### src/rtl/sbox_server.sv
// rtl/sbox_server.sv - shared registered AES S-box responder for key scheduler and datapath
module sbox_server (
    input  logic       clk,
    input  logic       reset,
    input  logic       ks_access_i,
    input  logic [7:0] ks_data_i,
    input  logic       ks_decrypt_i,
    output logic [7:0] ks_data_o,
    output logic       ks_valid_o,
    input  logic       dp_access_i,
    input  logic [7:0] dp_data_i,
    input  logic       dp_decrypt_i,
    output logic       dp_grant_o,
    output logic [7:0] dp_data_o,
    output logic       dp_valid_o
);

    typedef enum logic [1:0] {
        OWN_IDLE = 2'd0,
        OWN_KS   = 2'd1,
        OWN_DP   = 2'd2
    } owner_e;

    owner_e     owner_q, owner_d;
    logic [7:0] ks_data_q, ks_data_d;
    logic [7:0] dp_data_q, dp_data_d;
    logic [7:0] op_byte;
    logic       op_decrypt;
    logic [7:0] engine_result;

    // GF(2^8) multiply modulo x^8+x^4+x^3+x+1
    function automatic logic [7:0] gf_mul(input logic [7:0] a, input logic [7:0] b);
        logic [7:0] p;
        logic [7:0] aa;
        p  = 8'h00;
        aa = a;
        for (int i = 0; i < 8; i++) begin
            if (b[i]) p = p ^ aa;
            aa = {aa[6:0], 1'b0} ^ (aa[7] ? 8'h1B : 8'h00);
        end
        return p;
    endfunction

    // Multiplicative inverse as x^254; naturally maps 0 to 0
    function automatic logic [7:0] gf_inv(input logic [7:0] x);
        logic [7:0] r;
        logic [7:0] sq;
        r  = 8'h01;
        sq = x;
        for (int i = 1; i < 8; i++) begin
            sq = gf_mul(sq, sq);
            r  = gf_mul(r, sq);
        end
        return r;
    endfunction

    function automatic logic [7:0] rotl(input logic [7:0] x, input int unsigned n);
        return (x << n) | (x >> (8 - n));
    endfunction

    function automatic logic [7:0] affine_fwd(input logic [7:0] a);
        return a ^ rotl(a, 1) ^ rotl(a, 2) ^ rotl(a, 3) ^ rotl(a, 4) ^ 8'h63;
    endfunction

    function automatic logic [7:0] affine_inv(input logic [7:0] a);
        return rotl(a, 1) ^ rotl(a, 3) ^ rotl(a, 6) ^ 8'h05;
    endfunction

    // Arbitration: key scheduler always wins, datapath only gets idle cycles
    assign dp_grant_o = dp_access_i & ~ks_access_i;

    // Operand mux and the single lookup engine
    always_comb begin
        op_byte    = ks_access_i ? ks_data_i    : dp_data_i;
        op_decrypt = ks_access_i ? ks_decrypt_i : dp_decrypt_i;
        if (op_decrypt) engine_result = gf_inv(affine_inv(op_byte));
        else            engine_result = affine_fwd(gf_inv(op_byte));
    end

    // Next owner and per-port result capture; the non-owner port holds its value
    always_comb begin
        owner_d   = OWN_IDLE;
        ks_data_d = ks_data_q;
        dp_data_d = dp_data_q;
        if (ks_access_i) begin
            owner_d   = OWN_KS;
            ks_data_d = engine_result;
        end else if (dp_access_i) begin
            owner_d   = OWN_DP;
            dp_data_d = engine_result;
        end
    end

    // Owner flag and result registers; reset discards any in-flight result
    always_ff @(posedge clk or negedge reset) begin
        if (!reset) begin
            owner_q   <= OWN_IDLE;
            ks_data_q <= 8'h00;
            dp_data_q <= 8'h00;
        end else begin
            owner_q   <= owner_d;
            ks_data_q <= ks_data_d;
            dp_data_q <= dp_data_d;
        end
    end

    assign ks_data_o  = ks_data_q;
    assign dp_data_o  = dp_data_q;
    assign ks_valid_o = (owner_q == OWN_KS);
    assign dp_valid_o = (owner_q == OWN_DP);

endmodule

### config.mk
export PLATFORM = sky130hd
export DESIGN_NAME = sbox_server
export DESIGN_NICKNAME = d
export VERILOG_FILES = /design/src/rtl/sbox_server.sv
export SDC_FILE = /design/constraint.sdc
export NUM_CORES = 1
export LEC_CHECK = 0
export BUFFER_PORTS_ARGS = -buffer_cell sky130_fd_sc_hd__buf_2
export CORE_MARGIN = 2
export CORE_UTILIZATION = 30
export DETAILED_ROUTE_END_ITERATION = 10
export GPL_ROUTABILITY_DRIVEN = 0
export SKIP_LAST_GASP = 1
export SLEW_MARGIN = 30
export SYNTH_ARGS = -nofsm -noshare
export SYNTH_HDL_FRONTEND = slang
export SYNTH_SLANG_ARGS = --single-unit
### constraint.sdc
create_clock -name clk -period 3.6 [get_ports clk]
set_input_delay 0.72 -clock clk [delete_from_list [all_inputs] [get_ports clk]]
set_output_delay 0.72 -clock clk [all_outputs]
set_load 0.01 [all_outputs]
# ---- Word level (Yosys, flattened, before mapping)
# Cells that the tools add are included.
dict set report word_totals {
  ff_bits 18
  out_inout_bits 19
}
dict set report op_classes {
  eq_ne 2
  n_mux 634
  n_bitwise 395
  n_reduce_logical 1
}
# operator count
set ops {}
lappend ops {{two-way mux 8 bit} 435}
lappend ops {{XOR 8 bit} 188}
lappend ops {{XOR 8 x 5 -> 8 bit} 182}
lappend ops {{two-way mux 5 bit} 184}
lappend ops {{bitwise OR 8 x 1 -> 8 bit} 2}
lappend ops {{bitwise OR 8 x 3 -> 8 bit} 2}
lappend ops {{NOT 1 bit} 15}
lappend ops {{two-way mux 7 bit} 2}
lappend ops {{two-way mux 6 bit} 2}
lappend ops {{two-way mux 2 bit} 4}
lappend ops {{two-way mux 4 bit} 2}
lappend ops {{bitwise OR 8 x 2 -> 8 bit} 1}
lappend ops {{bitwise OR 8 x 4 -> 8 bit} 1}
lappend ops {{bitwise OR 8 x 6 -> 8 bit} 1}
lappend ops {{two-way mux 3 bit} 2}
lappend ops {{NOT 4 bit} 1}
lappend ops {{two-way mux 1 bit} 3}
lappend ops {{== test 2 x 1 -> 1 bit, second input constant} 1}
lappend ops {{== test 2 bit, second input constant} 1}
lappend ops {{NOT 2 bit} 1}
lappend ops {{AND reduction 2 bit} 1}
lappend ops {{bitwise AND 1 bit} 1}

# ---- Logic depth before layout (Yosys ltp)
dict set report logic_depth {
  word_depth 192
  depth_mapped 74
  ltp_nobuf 61
}

# ---- Least setup slack after synthesis
# No wires, ideal clock.
dict set report synth_path {
  path_type {input to register}
  startpoint {input ks_access_i}
  endpoint {register ks_data_q[1], in the netlist ks_data_o[1]}
  setup_ns 0.125
  arrival_ns 16.493
  t_required_ns 3.475
  setup_slack_ns -13.018
  stages 68
  path_cell_list {buf_4 -> inv_2 -> buf_6 -> buf_6 -> a21boi_2 -> inv_1 -> ha_1 -> or3_1 -> a2111oi_1 -> a311o_1 -> o21ai_1 -> nand2_2 -> inv_2 -> clkbuf_1 -> ha_1 -> clkbuf_1 -> nand3_1 -> xor2_1 -> (+32 left out) -> xnor2_1 -> xnor2_2 -> nor2_1 -> o21bai_1 -> xnor2_1 -> a22oi_1 -> xnor3_1 -> xnor2_4 -> xor2_4 -> xor2_2 -> a211o_1 -> a221oi_2 -> xnor3_1 -> xor3_1 -> xor3_1 -> xnor2_1 -> o21ai_1 -> mux2_2}
}
dict set report synth_via {
  elab_chain_len 192
}
# element line
set synth_rtl {}
lappend synth_rtl {{from (decl)} 5} ;# input logic ks_access_i,
lappend synth_rtl {{two-way mux 8 bit} 74} ;# op_byte = ks_access_i ? ks_data_i : dp_data_i;
lappend synth_rtl {{two-way mux 8 bit / two-way mux 5 bit (equally long branches)} {38, 39}}
lappend synth_rtl {{two-way mux 8 bit / XOR 8 x 5 -> 8 bit (equally long branches)} {76, 39}}
lappend synth_rtl {{XOR 8 bit} 38} ;# if (b[i]) p = p ^ aa;
lappend synth_rtl {{two-way mux 8 bit} 38}
lappend synth_rtl {{two-way mux 8 bit} 76} ;# if (op_decrypt) engine_result = gf_inv(affine_inv(op_byte));
lappend synth_rtl {{XOR 8 bit} 38}
lappend synth_rtl {{two-way mux 8 bit} 38}
lappend synth_rtl {{(+173 left out)} n/a}
lappend synth_rtl {{two-way mux 8 bit} 76}
lappend synth_rtl {{XOR 8 bit} 38}
lappend synth_rtl {{two-way mux 8 bit} 38}
lappend synth_rtl {{two-way mux 8 bit} 76}
lappend synth_rtl {{bitwise OR 8 x 1 -> 8 bit} 58} ;# return (x << n) | (x >> (8 - n));
lappend synth_rtl {{XOR 8 bit (4 in a row)} 62} ;# return a ^ rotl(a, 1) ^ rotl(a, 2) ^ rotl(a, 3) ^ rotl(a, 4) ^ 8'h63;
lappend synth_rtl {{NOT 4 bit (no line)} n/a}
lappend synth_rtl {{two-way mux 8 bit} 76}
lappend synth_rtl {{to (signal assigned)} 102} ;# ks_data_q <= ks_data_d;
lappend synth_rtl {{to (decl)} 25} ;# logic [7:0] ks_data_q, ks_data_d;
# Several ways; a longest one is shown, not always the timed one. The select of a mux whose other input is x is not followed.
# A chain may end at the register's enable or synchronous reset.

# ---- Worst setup path after layout
dict set report layout_path {
  startpoint {input ks_access_i}
  endpoint {register ks_data_q[7], in the netlist ks_data_o[7]}
}
dict set report layout_via {
  elab_chain_len 191
}
# element line
set layout_rtl {}
lappend layout_rtl {{two-way mux 8 bit} 74}
lappend layout_rtl {{two-way mux 8 bit / two-way mux 5 bit (equally long branches)} {38, 39}}
lappend layout_rtl {{two-way mux 8 bit / XOR 8 x 5 -> 8 bit (equally long branches)} {76, 39}}
lappend layout_rtl {{XOR 8 bit} 38}
lappend layout_rtl {{two-way mux 8 bit} 38}
lappend layout_rtl {{two-way mux 8 bit} 76}
lappend layout_rtl {{XOR 8 bit} 38}
lappend layout_rtl {{two-way mux 8 bit} 38}
lappend layout_rtl {{(+172 left out)} n/a}
lappend layout_rtl {{two-way mux 8 bit} 38}
lappend layout_rtl {{two-way mux 8 bit} 76}
lappend layout_rtl {{XOR 8 bit} 38}
lappend layout_rtl {{two-way mux 8 bit} 38}
lappend layout_rtl {{two-way mux 8 bit} 76}
lappend layout_rtl {{bitwise OR 8 x 1 -> 8 bit} 58}
lappend layout_rtl {{XOR 8 bit (4 in a row)} 62}
lappend layout_rtl {{two-way mux 8 bit} 76}
# Several ways; a longest one is shown, not always the timed one. The select of a mux whose other input is x is not followed.

==> flow_summary.ini <==
[outcome]
outcome = complete, but fails checks
violations = negative setup slack

[synth]
syn_nets = 4016
ys.flop_type = dfrtp_1
async_flop_share_pct = 100
syn_avg_cell_area_um2 = 7.42
syn_area_mm2 = 0.0295
synth-seq-cells = 18
synth_edf_count = 0
ys_seq_area_share_pct = 1.53
ys_warn_count = 0
netlist_instances = 3981
synth_cell_types = 116

[timing]
setup_viol = 16
slew_headroom_pct = 53.0
finalHoldViolCount = 0
rsz0062_at_grt = true
holdWs_ps = 401
fin_skew_ps = 0
post-route-min-period_ps = 14460
worst_slew_pin_slew_ps = 701
fmax_ghz = 0.0691
slew_viol_final = 0
period_share_pct = 402
fin_ws_ps = -10860

[clock_tree]
cts_buffers = 3
insertion_delay_ps = 250
clock-sinks = 18
hold_buffers = 0
cts.clk_slew.worst_paths_ps = 50
ctsRootBufferMaster = clkbuf_16
cts.path.max_buffers = 2
tritoncts = built
htreeDepth = 1

[global_route]
grt_pass1_vias = 31812
antenna_found_initial = 13
gr-max-usage-layer = met2
grtUsageTotal_pct = 20.4
overflow = 0
grt_pass1_wl_um = 171000
grtUsageMet2_pct = 35.4
met1_usage_pct = 27.5
grt_use_met3_pct = 1.52
grt_start_max_net_pins = 29

[worst_setup_path]
cpMaxStageDelayCell = xnor3_2
crit_path_max_incr_delay_ps = 510
arrival_ps = 14640
rr_startpoint = dp_data_o[2]$_DFFE_PN0P_
critPathMaxFanout = 7
end_kind = register
crit_path_start_kind = input pin
cp_num_buf_inv = 14
crit_family = XOR/XNOR gates
crit_required_ps = 3770
r2r_cells = 1
critPathKind = in -> reg
rr_endpoint = dp_data_o[2]$_DFFE_PN0P_
ff2ff_setup_slack_ps = 2790

[cells_and_area]
final_cells = 6426
fin_util_pct = 44.5
n_fill_cell = 9399
nets = 5174
area_delta_synth_final_pct = 47.7
drive_above_1_share_pct = 36.7

[floorplanning]
dieArea_mm2 = 0.101
initial_core_util_pct = 30.1
die_x_um = 318
die_y_um = 318
rows = 115
core_mm2 = 0.0980
num_io_pins = 41

[drt]
avgViaCountPerCell = 5.10
vias = 32783
drt_wl_total_um = 108000
drtIter0Drc = 2490
ant_nets = 0
firstDrtPassIters = 6
wl_per_cell_um = 16.9
drcViolationCount = 0

[placed_design]
port_buffers = 40
pre_cts_ws_ps = -11510
hpwl_um = 85100
dp_cells = 6276

[worst_hold_path]
min_path_type = in -> async

[run]
max_cap_violations = 0
## kinds of logic after synthesis
kind of cell	after synthesis	synth area share, %
AND/OR/NAND/NOR	1415	21.1
XOR/XNOR	1293	48.9
AO/OA/AOI/OAI	774	17.5
buffers and inverters	305	4.55
multiplexers	161	5.82
flip-flops	18	1.53
adder cells (fa/ha/maj)	15	0.619
## cells in the mapped netlist (25+ instances only)
cell	instances	area share, %
and2_1	25	0.53
buf_2	56	0.95
o22ai_1	43	0.91
mux2i_1	125	4.2
nand3_1	81	1.4
a211oi_1	30	0.76
nor2b_1	34	0.72
inv_1	47	0.60
nor3_1	113	1.9
o211ai_1	26	0.66
a31oi_1	31	0.66
a21oi_1	205	3.5
o21ai_0	150	2.5
xnor3_1	134	10
nand2b_1	32	0.68
a22oi_1	31	0.79
xor2_1	247	7.3
nor2_1	588	7.5
nand2_1	398	5.1
clkbuf_1	139	1.8
xnor2_2	49	2.7
mux2_2	26	0.99
xnor2_1	800	24
## worst max path at each step
| stage | startpoint | endpoint | cells after the start |
|---|---|---|---|
| finish | ks_access_i | ks_data_o[7]$_DFFE_PN0P_ | 67 |
| global route | ks_access_i | ks_data_o[7]$_DFFE_PN0P_ | 65 |
| CTS | ks_access_i | ks_data_o[3]$_DFFE_PN0P_ | 64 |
| detailed placement | ks_access_i | dp_data_o[2]$_DFFE_PN0P_ | 64 |
| global placement | ks_access_i | dp_data_o[2]$_DFFE_PN0P_ | 62 |
| floorplan | ks_access_i | ks_data_o[3]$_DFFE_PN0P_ | 64 |
## routing by layer
metal / vias to the layer above / part of all wire [%]
met2: 982 / 48
met5: - / 0.088
li1: 16056 / -
met3: 166 / 5.6
met4: 16 / 2.1
met1: 15563 / 44
## state kept, by name (all words and copies together) (netlist names)
signal     flops
owner_q        2
ks_data_o      8
dp_data_o      8
## cells in the final DEF (no fill, tap or decap), drive strengths merged, types with 11 or more instances in the layout
cell type and n:
a211oi 34, a21o 11, a21oi 207, a221oi 17, a22oi 32, a311oi 12
a31oi 31, a32oi 17, and2 26, and3 23, buf 1392, dfrtp 18
ha 13, inv 60, mux2 27, mux2i 133, nand2 401, nand2b 32
nand3 81, nand3b 14, nand4 15, nor2 592, nor2b 34, nor3 115
nor4 17, o211ai 28, o21a 11, o21ai 175, o221ai 14, o22ai 43
o311ai 11, o31ai 18, or2 11, or3 24, xnor2 860, xnor3 148
xor2 264, xor3 21
## cell type report
type                    instances  area, um2  share of cell area (%)
multi-input cells            3658      30200                    69.2
inverters                      64        253                   0.579
clock buffers                   4       88.8                   0.204
diodes                          1       2.50                 0.00574
flip-flops and latches         18        450                    1.03
well taps                    1287       1610                    3.69
repair buffers               1394      11000                    25.3
## through the flow
step / TNS [ps] / cell area [um2]
finish: -172330 / 43600
global placement: -179580 / 40600
global route: -180950 / 43600
CTS: -165640 / 42600
floorplan: -169160 / 30500
detailed placement: -182700 / 40600
## what timing repair did
action	4_1_cts	5_1_grt
endpoints found under the setup margin	16	16
cloned	2	0
gates resized for setup	173	123
pin swaps	93	70
setup buffers	108	37
Power is left out: the tool's default activity adds up to more than one toggle a clock period on the data nets, which glitch-free logic cannot reach.
